`src/rtl/dual_issue_ctrl_if.sv`:
```
// ID-stage bundle between the IFU, the dual-issue dispatcher and the ALU/memory subpipelines.
// slave = dispatcher side, master = surrounding pipeline / bench side.
interface dual_issue_ctrl_if;
  logic        fetch_valid;
  logic [31:0] fetch_pc;
  logic [31:0] fetch_instr0;
  logic [31:0] fetch_instr1;
  logic        fetch_ready;
  logic        alu_valid;
  logic [31:0] alu_pc;
  logic [31:0] alu_instr;
  logic        mem_valid;
  logic [31:0] mem_pc;
  logic [31:0] mem_instr;
  logic        alu_wb_en;
  logic [4:0]  alu_wb_rw;
  logic        mem_wb_en;
  logic [4:0]  mem_wb_rw;
  logic        br_done;
  logic        br_taken;
  logic        issue_stall;

  modport slave (
    input  fetch_valid, fetch_pc, fetch_instr0, fetch_instr1,
    input  alu_wb_en, alu_wb_rw, mem_wb_en, mem_wb_rw, br_done, br_taken,
    output fetch_ready, alu_valid, alu_pc, alu_instr,
    output mem_valid, mem_pc, mem_instr, issue_stall
  );

  modport master (
    output fetch_valid, fetch_pc, fetch_instr0, fetch_instr1,
    output alu_wb_en, alu_wb_rw, mem_wb_en, mem_wb_rw, br_done, br_taken,
    input  fetch_ready, alu_valid, alu_pc, alu_instr,
    input  mem_valid, mem_pc, mem_instr, issue_stall
  );
endinterface

```
`src/rtl/dual_issue_ctrl.sv`:
```
// In-order dual-issue dispatcher: pair FIFO, per-slot decode, scoreboard,
// branch wait, registered ALU/memory issue ports.

// Per-slot decoder: class plus register usage. Unused operands decode as $0,
// which the scoreboard never marks pending, so they can never cause a hazard.
module dual_issue_dec (
  input  logic [31:0] instr,
  output logic        is_mem,
  output logic        is_br,
  output logic [4:0]  dest,
  output logic [4:0]  src_a,
  output logic [4:0]  src_b
);
  logic [5:0] op;
  logic [4:0] rs, rt, rd;
  assign op = instr[31:26];
  assign rs = instr[25:21];
  assign rt = instr[20:16];
  assign rd = instr[15:11];

  // opcode -> class / dest / sources
  always_comb begin
    is_mem = 1'b0;
    is_br  = 1'b0;
    dest   = 5'd0;
    src_a  = rs;
    src_b  = rt;
    case (op)
      6'h23: begin is_mem = 1'b1; dest = rt; src_b = 5'd0; end
      6'h2B: is_mem = 1'b1;
      6'h04, 6'h05: is_br = 1'b1;
      6'h07: begin is_br = 1'b1; src_b = 5'd0; end
      6'h00: dest = rd;
      6'h08, 6'h09, 6'h0A, 6'h0B, 6'h0C, 6'h0D: begin dest = rt; src_b = 5'd0; end
      6'h0F: begin dest = rt; src_a = 5'd0; src_b = 5'd0; end
      default: ;
    endcase
  end
endmodule

module dual_issue_ctrl #(
  parameter int          QDEPTH  = 4,
  parameter logic [31:0] PC_STEP = 32'd4
) (
  input  logic        clk,
  input  logic        rst_n,
  dual_issue_ctrl_if.slave bus
);
  localparam int AW    = $clog2(QDEPTH);
  localparam int NSLOT = 2;

  logic [QDEPTH-1:0][31:0] q_pc, q_instr;
  logic [AW-1:0]           head, tail;
  logic [AW:0]             count;
  logic [31:0]             sb;
  logic                    br_wait;

  logic [NSLOT-1:0][AW-1:0] slot_idx;
  logic [NSLOT-1:0][31:0]   slot_pc, slot_instr;
  logic [NSLOT-1:0][4:0]    dest, src_a, src_b;
  logic [NSLOT-1:0]         is_mem, is_br, haz;

  // head and head+1 decode in parallel
  for (genvar s = 0; s < NSLOT; s++) begin : g_slot
    assign slot_idx[s]   = head + AW'(s);
    assign slot_pc[s]    = q_pc[slot_idx[s]];
    assign slot_instr[s] = q_instr[slot_idx[s]];
    dual_issue_dec u_dec (
      .instr (slot_instr[s]),
      .is_mem(is_mem[s]),
      .is_br (is_br[s]),
      .dest  (dest[s]),
      .src_a (src_a[s]),
      .src_b (src_b[s])
    );
    // registered (pre-clear) scoreboard; sb[0] is never set
    assign haz[s] = sb[src_a[s]] | sb[src_b[s]] | sb[dest[s]];
  end

  logic iss0, iss1, pair_ok, flush, enq, fetch_ready;
  logic alu_go, mem_go, alu_sel, mem_sel;
  logic [AW:0] n_deq, n_enq;
  logic [31:0] sb_set, sb_clr;

  assign fetch_ready = count <= (AW+1)'(QDEPTH - 2);
  assign flush       = br_wait & bus.br_done & bus.br_taken;
  assign enq         = bus.fetch_valid & fetch_ready & ~flush;

  assign iss0    = (count != '0) & ~br_wait & ~haz[0];
  assign pair_ok = (count >= (AW+1)'(2)) & ~is_br[0] & (is_mem[1] != is_mem[0]) &
                   ~((dest[0] != 5'd0) &
                     ((src_a[1] == dest[0]) | (src_b[1] == dest[0]) | (dest[1] == dest[0])));
  assign iss1    = iss0 & pair_ok & ~haz[1];

  assign n_deq = (AW+1)'(iss0) + (AW+1)'(iss1);
  assign n_enq = enq ? (AW+1)'(2) : '0;

  // slot0 takes its own class port; slot1 is by construction the other class
  assign alu_go  = (iss0 & ~is_mem[0]) | (iss1 & ~is_mem[1]);
  assign mem_go  = (iss0 &  is_mem[0]) | (iss1 &  is_mem[1]);
  assign alu_sel = ~(iss0 & ~is_mem[0]);
  assign mem_sel = ~(iss0 &  is_mem[0]);

  assign sb_set = ((iss0 ? 32'(1) << dest[0] : '0) | (iss1 ? 32'(1) << dest[1] : '0)) & ~32'h1;
  assign sb_clr = (bus.alu_wb_en ? 32'(1) << bus.alu_wb_rw : '0) |
                  (bus.mem_wb_en ? 32'(1) << bus.mem_wb_rw : '0);

  // queue payload; data needs no reset since count gates every read
  always_ff @(posedge clk) begin
    if (enq) begin
      q_pc[tail]              <= bus.fetch_pc;
      q_instr[tail]           <= bus.fetch_instr0;
      q_pc[tail + AW'(1)]     <= bus.fetch_pc + PC_STEP;
      q_instr[tail + AW'(1)]  <= bus.fetch_instr1;
    end
  end

  // pointers/occupancy; a taken branch drops everything including a same-edge enqueue
  always_ff @(posedge clk or negedge rst_n) begin
    if (!rst_n) begin
      head  <= '0;
      tail  <= '0;
      count <= '0;
    end else if (flush) begin
      head  <= tail;
      count <= '0;
    end else begin
      head  <= head + n_deq[AW-1:0];
      tail  <= tail + n_enq[AW-1:0];
      count <= count + n_enq - n_deq;
    end
  end

  // scoreboard and branch wait
  always_ff @(posedge clk or negedge rst_n) begin
    if (!rst_n) begin
      sb      <= '0;
      br_wait <= 1'b0;
    end else begin
      sb <= (sb & ~sb_clr) | sb_set;
      if (br_wait && bus.br_done)
        br_wait <= 1'b0;
      else if ((iss0 && is_br[0]) || (iss1 && is_br[1]))
        br_wait <= 1'b1;
    end
  end

  logic        alu_valid_q, mem_valid_q;
  logic [31:0] alu_pc_q, alu_instr_q, mem_pc_q, mem_instr_q;

  // registered issue ports; pc/instr hold when idle
  always_ff @(posedge clk or negedge rst_n) begin
    if (!rst_n) begin
      alu_valid_q <= 1'b0;
      mem_valid_q <= 1'b0;
      alu_pc_q    <= '0;
      alu_instr_q <= '0;
      mem_pc_q    <= '0;
      mem_instr_q <= '0;
    end else begin
      alu_valid_q <= alu_go;
      mem_valid_q <= mem_go;
      if (alu_go) begin
        alu_pc_q    <= slot_pc[alu_sel];
        alu_instr_q <= slot_instr[alu_sel];
      end
      if (mem_go) begin
        mem_pc_q    <= slot_pc[mem_sel];
        mem_instr_q <= slot_instr[mem_sel];
      end
    end
  end

  assign bus.fetch_ready = fetch_ready;
  assign bus.issue_stall = (count != '0) & ~iss0;
  assign bus.alu_valid   = alu_valid_q;
  assign bus.alu_pc      = alu_pc_q;
  assign bus.alu_instr   = alu_instr_q;
  assign bus.mem_valid   = mem_valid_q;
  assign bus.mem_pc      = mem_pc_q;
  assign bus.mem_instr   = mem_instr_q;
endmodule
```
`src/flat_wrapper.sv`:
```
// flat-port wrapper written by rule: the top's interface ports become plain ports
module dual_issue_ctrl_flat 
#(
  parameter int          QDEPTH  = 4,
  parameter logic [31:0] PC_STEP = 32'd4
)
  (clk, rst_n, bus_fetch_valid, bus_fetch_pc, bus_fetch_instr0, bus_fetch_instr1, bus_alu_wb_en, bus_alu_wb_rw, bus_mem_wb_en, bus_mem_wb_rw, bus_br_done, bus_br_taken, bus_fetch_ready, bus_alu_valid, bus_alu_pc, bus_alu_instr, bus_mem_valid, bus_mem_pc, bus_mem_instr, bus_issue_stall);
  dual_issue_ctrl_if bus_i ();
  input  logic clk;
  input  logic rst_n;
  input wire logic [$bits(bus_i.fetch_valid)-1:0] bus_fetch_valid;
  input wire logic [$bits(bus_i.fetch_pc)-1:0] bus_fetch_pc;
  input wire logic [$bits(bus_i.fetch_instr0)-1:0] bus_fetch_instr0;
  input wire logic [$bits(bus_i.fetch_instr1)-1:0] bus_fetch_instr1;
  input wire logic [$bits(bus_i.alu_wb_en)-1:0] bus_alu_wb_en;
  input wire logic [$bits(bus_i.alu_wb_rw)-1:0] bus_alu_wb_rw;
  input wire logic [$bits(bus_i.mem_wb_en)-1:0] bus_mem_wb_en;
  input wire logic [$bits(bus_i.mem_wb_rw)-1:0] bus_mem_wb_rw;
  input wire logic [$bits(bus_i.br_done)-1:0] bus_br_done;
  input wire logic [$bits(bus_i.br_taken)-1:0] bus_br_taken;
  output wire logic [$bits(bus_i.fetch_ready)-1:0] bus_fetch_ready;
  output wire logic [$bits(bus_i.alu_valid)-1:0] bus_alu_valid;
  output wire logic [$bits(bus_i.alu_pc)-1:0] bus_alu_pc;
  output wire logic [$bits(bus_i.alu_instr)-1:0] bus_alu_instr;
  output wire logic [$bits(bus_i.mem_valid)-1:0] bus_mem_valid;
  output wire logic [$bits(bus_i.mem_pc)-1:0] bus_mem_pc;
  output wire logic [$bits(bus_i.mem_instr)-1:0] bus_mem_instr;
  output wire logic [$bits(bus_i.issue_stall)-1:0] bus_issue_stall;
  assign bus_i.fetch_valid = bus_fetch_valid;
  assign bus_i.fetch_pc = bus_fetch_pc;
  assign bus_i.fetch_instr0 = bus_fetch_instr0;
  assign bus_i.fetch_instr1 = bus_fetch_instr1;
  assign bus_i.alu_wb_en = bus_alu_wb_en;
  assign bus_i.alu_wb_rw = bus_alu_wb_rw;
  assign bus_i.mem_wb_en = bus_mem_wb_en;
  assign bus_i.mem_wb_rw = bus_mem_wb_rw;
  assign bus_i.br_done = bus_br_done;
  assign bus_i.br_taken = bus_br_taken;
  assign bus_fetch_ready = bus_i.fetch_ready;
  assign bus_alu_valid = bus_i.alu_valid;
  assign bus_alu_pc = bus_i.alu_pc;
  assign bus_alu_instr = bus_i.alu_instr;
  assign bus_mem_valid = bus_i.mem_valid;
  assign bus_mem_pc = bus_i.mem_pc;
  assign bus_mem_instr = bus_i.mem_instr;
  assign bus_issue_stall = bus_i.issue_stall;
  dual_issue_ctrl #(.QDEPTH(QDEPTH), .PC_STEP(PC_STEP)) u_core (.clk(clk), .rst_n(rst_n), .bus(bus_i));
endmodule
```
`config.mk`:
```
export PLATFORM = sky130hd
export DESIGN_NAME = dual_issue_ctrl_flat
export DESIGN_NICKNAME = d
export VERILOG_FILES = /design/src/rtl/dual_issue_ctrl_if.sv /design/src/rtl/dual_issue_ctrl.sv /design/src/flat_wrapper.sv
export SDC_FILE = /design/constraint.sdc
export NUM_CORES = 1
export LEC_CHECK = 0
export BUFFER_PORTS_ARGS = -buffer_cell sky130_fd_sc_hd__buf_4
export CAP_MARGIN = 40
export CELL_PAD_IN_SITES_DETAIL_PLACEMENT = 1
export CELL_PAD_IN_SITES_GLOBAL_PLACEMENT = 2
export CORE_ASPECT_RATIO = 2
export CORE_UTILIZATION = 43
export DETAILED_ROUTE_END_ITERATION = 8
export GPL_TIMING_DRIVEN = 1
export PLACE_DENSITY = 0.93
export SYNTH_ARGS = -nofsm -noshare
export SYNTH_HDL_FRONTEND = slang
export SYNTH_SLANG_ARGS = --single-unit
```
`constraint.sdc`:
```
create_clock -name clk -period 10.1 [get_ports clk]
set_input_delay 3.03 -clock clk [delete_from_list [all_inputs] [get_ports clk]]
set_output_delay 3.03 -clock clk [all_outputs]
set_load 0.02 [all_outputs]
```
==> flow_summary.yaml, run 1 <==
sta:
  holdWs_ps: 481
  rsz0062_at_grt: "no"
  worst_pin_slew_ps: 934
  maxSlewViolCount: 0
  finalCritPeriodShare: 0.851
  clock.fmax_mhz: 116
  finalHoldViolations: 0
  slew_headroom: 0.377
  clock_skew_ps: 31.6
  fin_setup_tns_ps: 0
  setup_viol: 0
  period_minus_slack_ps: 8600
final_layout:
  fillers: 6209
  syn_to_final_growth_pct: 16.0
  drive_above_1_share: 0.216
  nets: 2566
drt:
  first_iter_violations: 1433
  wl_per_cell_um: 31.6
  viasPerCell: 6.29
  drc_errors: 0
  firstDrtPassIters: 5
  ant_nets: 0
  totalWireLength_mm: 102
  num_vias: 20300
synth:
  syn_inst: 2263
  ys_warn_count: 0
  synth-main-ff-cell: "edfxtp_1"
  netlist.area_leader.share: 0.305
  synth_area_leaders: "edfxtp_1, dfrtp_1, mux2i_1"
  synth_fa_ha_area_frac: 0.00434
  yosys_register_bits: 421
  synth.area.mux_share: 0.176
  synthArstFlopShare: 0.401
  synth_cell_type_count: 89
  yosys.area_share.simple: 0.154
  synth_edf_count: 252
  ys_seq_area_frac: 0.476
  synth_compound_area_frac: 0.140
  avgSynthCellArea_um2: 11.0
  netlist.top_cell.by_area: "edfxtp_1"
  synth_area_um2: 24800
  syn_nets: 2384
  synth_top_family_by_area: "multiplexers"
  synthXorXnorAreaFrac: 0.0145
hold_path:
  hold_class: "reg2reg"
  hp-start: "u_core.bus.mem_instr[27]"
grt:
  track_usage: 0.353
  grt_max_degree: 87
  busiest_layer: "met2"
  grtUsageMet2: 0.624
  antenna_found_initial: 7
  met1_usage: 0.366
  grt_first_pass_wirelength_mm: 148
  grt_pass1_vias: 21900
  use_met3: 0.0670
  overflow: 0
pwr:
  p_per_area_nw_per_um2: 389
  max-vdd-ir-drop_mv: 0.404
  p_leak_uw: 0.0113
placed_design:
  gp_congestion: 0.995
  port_buffers: 244
  hpwl_mm: 73.5
setup_path:
  cp_cell_sequence: "mux4_2 -> or4_4 -> nor2_4 -> nand2_1 -> nand2_1 -> a221oi_1 -> a211oi_1 -> a211oi_1 -> o21ai_4 -> clkinv_1 -> nor2_1 -> buf_4"
  worst-path-buf-inv: 2
  critPathTopFamily: "simple AND/OR/NAND/NOR gates"
  crit_arrival_ps: 5570
  r2r-start: "u_core.head[1]"
  cp.required_ps: 7070
  cp-end-kind: "output pin"
  path_class: "reg2out"
  cpPeakStageDelay_ps: 930
  crit_slowest_cell: "dfrtp_4"
  startpoint_type: "flop"
  cp-startpoint: "u_core.head[0]"
  worstPathMaxFanout: 62
floorplanning:
  die_h_um: 342
  rows: 124
  die_area_um2: 58700
  pin_count: 245
  coreArea_um2: 57100
  initial_utilization: 0.434
  die-width_um: 172
run:
  drv_cap: 0
cts:
  cts_root_buf: "clkbuf_16"
  clkTransAtPathRegs_ps: 60
  cts.sinks: 421
  cts_htree_levels: 2
  ctsResizeCount: 0
  clock_path_buffers: 3
  cts_setup_buffers: 0
  cts_hold_buf: 0
  cts_made_buffers: 40
  tritoncts: "yes"
  clk_latency_ps: 590
run_status:
  status: "finished clean"
-- final timing paths --
check                                      endpoint  slack, ps  cells past startpoint
max in group asynchronous             u_core.sb[30]       6160                      2
setup / recovery                    bus_issue_stall       1500                     12
setup reg to reg                    u_core.count[2]       2480                     20
hold reg to reg            u_core.bus.mem_instr[27]        480                      1
hold / removal             u_core.bus.mem_instr[27]        480                      1
min in group asynchronous      u_core.bus.alu_valid       2510                      1
-- cell usage in the layout (no fill, tap or decap), types with 39 or more instances in the layout --
cell type / n
o21ai_0: 96
nand3_1: 43
a21oi_1: 78
mux2_1: 40
nand2_1: 171
a21boi_0: 45
mux2i_1: 186
dfrtp_1: 166
o31a_1: 41
mux4_2: 39
nor2_1: 175
and2_1: 107
nor4_1: 47
mux2_2: 77
nor2b_1: 118
clkbuf_16: 40
edfxtp_1: 252
buf_4: 292
-- report_power, final --
group	internal [uW]	switching (uW)	leakage (uW)
logic	2480	4110	0.00617
registers	2460	585	0.00448
clock network	836	711	0.000628
-- per-stage QoR --
stage / setup slack [ps] / total power, uW / area (um^2) / utilization / instances
finish: 1500 / 11200 / 28800 / 0.504 / 3235
global route: 1380 / 11600 / 28800 / 0.504 / 3234
CTS: 1580 / 11100 / 28800 / 0.504 / 3231
detailed placement: 2240 / 9520 / 27500 / 0.481 / 3158
global placement: 2160 / 9280 / 27200 / 0.477 / 3141
floorplan: 3140 / 7120 / 24800 / - / 2263
-- sequential cells by signal, summed over array words and instances, names as in the netlist --
| name | flops |
|---|---|
| u_core.tail | 1 |
| u_core.bus.alu_instr | 32 |
| u_core.q_instr | 128 |
| u_core.q_pc | 124 |
| u_core.bus.mem_valid | 1 |
| u_core.bus.alu_valid | 1 |
| u_core.bus.mem_pc | 32 |
| u_core.sb | 32 |
| u_core.count | 3 |
| u_core.head | 2 |
| u_core.br_wait | 1 |
| u_core.bus.mem_instr | 32 |
| u_core.bus.alu_pc | 32 |
-- cells in the mapped netlist (all sizes together) (13+ instances only) --
cell and n:
o31a 41, xor2 18, a221oi 13, a21oi 79, dfrtp 169, clkbuf 92
nor3 18, mux2 135, mux2i 186, nand3 43, a31oi 19, a32oi 15
and2 107, inv 22, xnor2 23, nor2b 118, mux4 40, nand4 17
o221ai 17, nor2 177, o21ai 116, a21boi 48, a211oi 15, nand2b 13
nor4 49, edfxtp 252, a22oi 31, buf 75, nand2 173
-- routing by layer --
layer	routed length [um]	vias to the layer above
met5	39	-
met4	8870	6
met3	6050	335
met2	52500	813
met1	34800	10400
li1	-	8816
-- logic make-up after synthesis --
kind of cell,after synthesis
and+or+nand+nor,752
xor gates and xnor gates,41
adders and majority gates,8
buffers and inverters,190
AOI/OAI and AO/OA,490
DFF,421
muxes,361
-- final cells by class --
| cell class | instances | area, um^2 | area share |
|---|---|---|---|
| multi-input combinational | 1652 | 12200 | 0.423 |
| sequential | 421 | 11800 | 0.410 |
| timing repair buffer | 307 | 2450 | 0.0852 |
| clock buffer | 49 | 1060 | 0.0370 |
| tap | 756 | 946 | 0.0329 |
| clock inverter | 24 | 225 | 0.00783 |
| inverter | 23 | 86.3 | 0.00300 |
| antenna | 3 | 7.51 | 0.000261 |
Note: power is estimated with default switching activity, not from simulation.
==> run 2, diff against run 1 <==
--- a/config.mk
+++ b/config.mk
@@ -8,12 +8,12 @@
 export BUFFER_PORTS_ARGS = -buffer_cell sky130_fd_sc_hd__buf_4
 export CAP_MARGIN = 40
 export CELL_PAD_IN_SITES_DETAIL_PLACEMENT = 1
-export CELL_PAD_IN_SITES_GLOBAL_PLACEMENT = 2
+export CELL_PAD_IN_SITES_GLOBAL_PLACEMENT = 1
 export CORE_ASPECT_RATIO = 2
-export CORE_UTILIZATION = 43
+export CORE_UTILIZATION = 52
 export DETAILED_ROUTE_END_ITERATION = 8
 export GPL_TIMING_DRIVEN = 1
-export PLACE_DENSITY = 0.93
+export PLACE_DENSITY = 0.94
 export SYNTH_ARGS = -nofsm -noshare
 export SYNTH_HDL_FRONTEND = slang
 export SYNTH_SLANG_ARGS = --single-unit
==> run 2 against run 1 <==
Compared with the run above: clock power grew 6%; design area fell by 0.50%; die area is 17% lower; combinational power grew 8.2%; largest cell class unchanged; largest power group unchanged.
==> flow_summary.yaml, run 2 (synthesis results as in run 1) <==
drt:
  num_vias: 23100
  first_iter_violations: 2975
  drc_errors: 0
  viasPerCell: 7.44
  totalWireLength_mm: 125
  ant_nets: 0
  wl_per_cell_um: 40.1
  firstDrtPassIters: 6
sta:
  rsz0062_at_grt: "no"
  finalHoldViolations: 0
  finalCritPeriodShare: 0.851
  setup_viol: 0
  clock_skew_ps: 25.8
  maxSlewViolCount: 0
  worst_pin_slew_ps: 1010
  fin_setup_tns_ps: 0
  period_minus_slack_ps: 8600
  slew_headroom: 0.304
  holdWs_ps: 504
  clock.fmax_mhz: 116
floorplanning:
  coreArea_um2: 46800
  rows: 112
  pin_count: 245
  die_area_um2: 48600
  initial_utilization: 0.530
  die_h_um: 311
  die-width_um: 156
grt:
  antenna_found_initial: 11
  grt_max_degree: 97
  track_usage: 0.496
  overflow: 0
  grt_pass1_vias: 24400
  grt_first_pass_wirelength_mm: 172
run_status:
  status: "finished clean"
pwr:
  switching_share: 0.510
  power.switching_uw: 6070
  intPower_uw: 5820
  power.share.clock: 0.138
  p_per_area_nw_per_um2: 415
  p_comb_frac: 0.601
  total_power_uw: 11900
  p_leak_uw: 0.0113
  seq_power_share: 0.261
  max-vdd-ir-drop_mv: 0.383
placed_design:
  port_buffers: 244
  hpwl_mm: 75.4
  gp_congestion: 1.02
  placed_area_um2: 27300
  dp_cells: 3030
setup_path:
  cpPeakStageDelay_ps: 1080
  crit_arrival_ps: 5570
  worst-path-buf-inv: 2
  critPathTopFamily: "simple AND/OR/NAND/NOR gates"
  path_class: "reg2out"
  cp.required_ps: 7070
  crit_slowest_cell: "dfrtp_4"
  startpoint_type: "flop"
  cp-end-kind: "output pin"
  cp_cell_sequence: "mux4_2 -> or4_4 -> nor2_4 -> nand2_1 -> nand2_1 -> nor2_1 -> a221oi_1 -> a221oi_4 -> o21ai_4 -> clkinv_1 -> nor2_1 -> buf_4"
  worstPathMaxFanout: 66
cts:
  clk_latency_ps: 600
  ctsResizeCount: 0
  cts_htree_levels: 2
  cts_setup_buffers: 0
  cts_made_buffers: 40
  cts.sinks: 421
  cts_root_buf: "clkbuf_16"
  clkTransAtPathRegs_ps: 80
  tritoncts: "yes"
  cts_hold_buf: 0
  clock_path_buffers: 3
run:
  drv_cap: 0
final_layout:
  fillers: 4864
  top_register: "u_core.q_instr"
  multi_input_area_um2: 12200
  drive_above_1_share: 0.217
  reg_top3: "u_core.q_instr x128, u_core.q_pc x124"
  fin_cells: 3111
  area.sequential_um2: 11800
  final_cell_mix: "buf_4, edfxtp_1, mux2i_1"
  nets: 2568
  largest_reg_flops: 128
  mostFrequentLayoutCell: "buf_4"
  postLayoutCellArea_um2: 28600
  syn_to_final_growth_pct: 15.4
hold_path:
  hold_class: "reg2reg"
-- run 2: worst reg2reg max path, cell delays in order, from the launching register on --
cell	delay, ps
dfrtp_4	1000
buf_4	750
mux4_2	930
nor2_1	850
a221oi_1	260
o21ai_0	210
o221ai_1	250
nor4_1	660
o21ai_1	350
a2111o_2	810
o31ai_4	700
buf_12	430
mux2_1	570
-- run 2: metal layers --
layer  wire length [um]  share of wire  up-vias  GRT usage
li1                   -              -     8814          -
met1              37800           0.30    11300      0.501
met2              58300           0.47     2093      0.810
met3              12500           0.10      878      0.111
met4              16100           0.13       12      0.518
met5                 82        0.00066        -          0
-- run 2: path summary, 6_finish.rpt --
kind | endpoint | from | cells after the start | slack, ps
max | bus_issue_stall | u_core.head[0] | 12 | 1500
min | u_core.bus.alu_instr[11] | u_core.bus.alu_instr[11] | 1 | 500
max reg2reg | u_core.bus.alu_instr[12] | u_core.head[1] | 12 | 2200
min reg2reg | u_core.bus.alu_instr[11] | u_core.bus.alu_instr[11] | 1 | 500
max in group asynchronous | u_core.bus.mem_pc[5] | rst_n | 2 | 6480
min in group asynchronous | u_core.bus.alu_instr[17] | rst_n | 1 | 2400
-- run 2: per-stage QoR --
stage / setup WS, ps / util
floorplan: 3140 / -
global placement: 2270 / 0.578
detailed placement: 2330 / 0.582
CTS: 1630 / 0.611
global route: 1290 / 0.611
finish: 1500 / 0.612
-- run 2: power groups by stage --
stage | Sequential, uW | Combinational [uW] | Clock, uW
floorplan | 3000 | 4120 | 0
global placement | 2960 | 6210 | 0
detailed placement | 3020 | 6530 | 0
CTS | 3030 | 6770 | 1600
global route | 3100 | 7300 | 1670
finish | 3110 | 7140 | 1640
-- run 2: layout make-up --
| cell class | count | area share |
|---|---|---|
| Timing Repair Buffer | 309 | 0.0851 |
| Clock buffer | 56 | 0.0407 |
| Clock inverter | 18 | 0.00560 |
| Tap cell | 627 | 0.0274 |
| Antenna cell | 5 | 0.000437 |
| Inverter | 23 | 0.00302 |
| Sequential cell | 421 | 0.413 |
| Multi-Input combinational cell | 1652 | 0.425 |
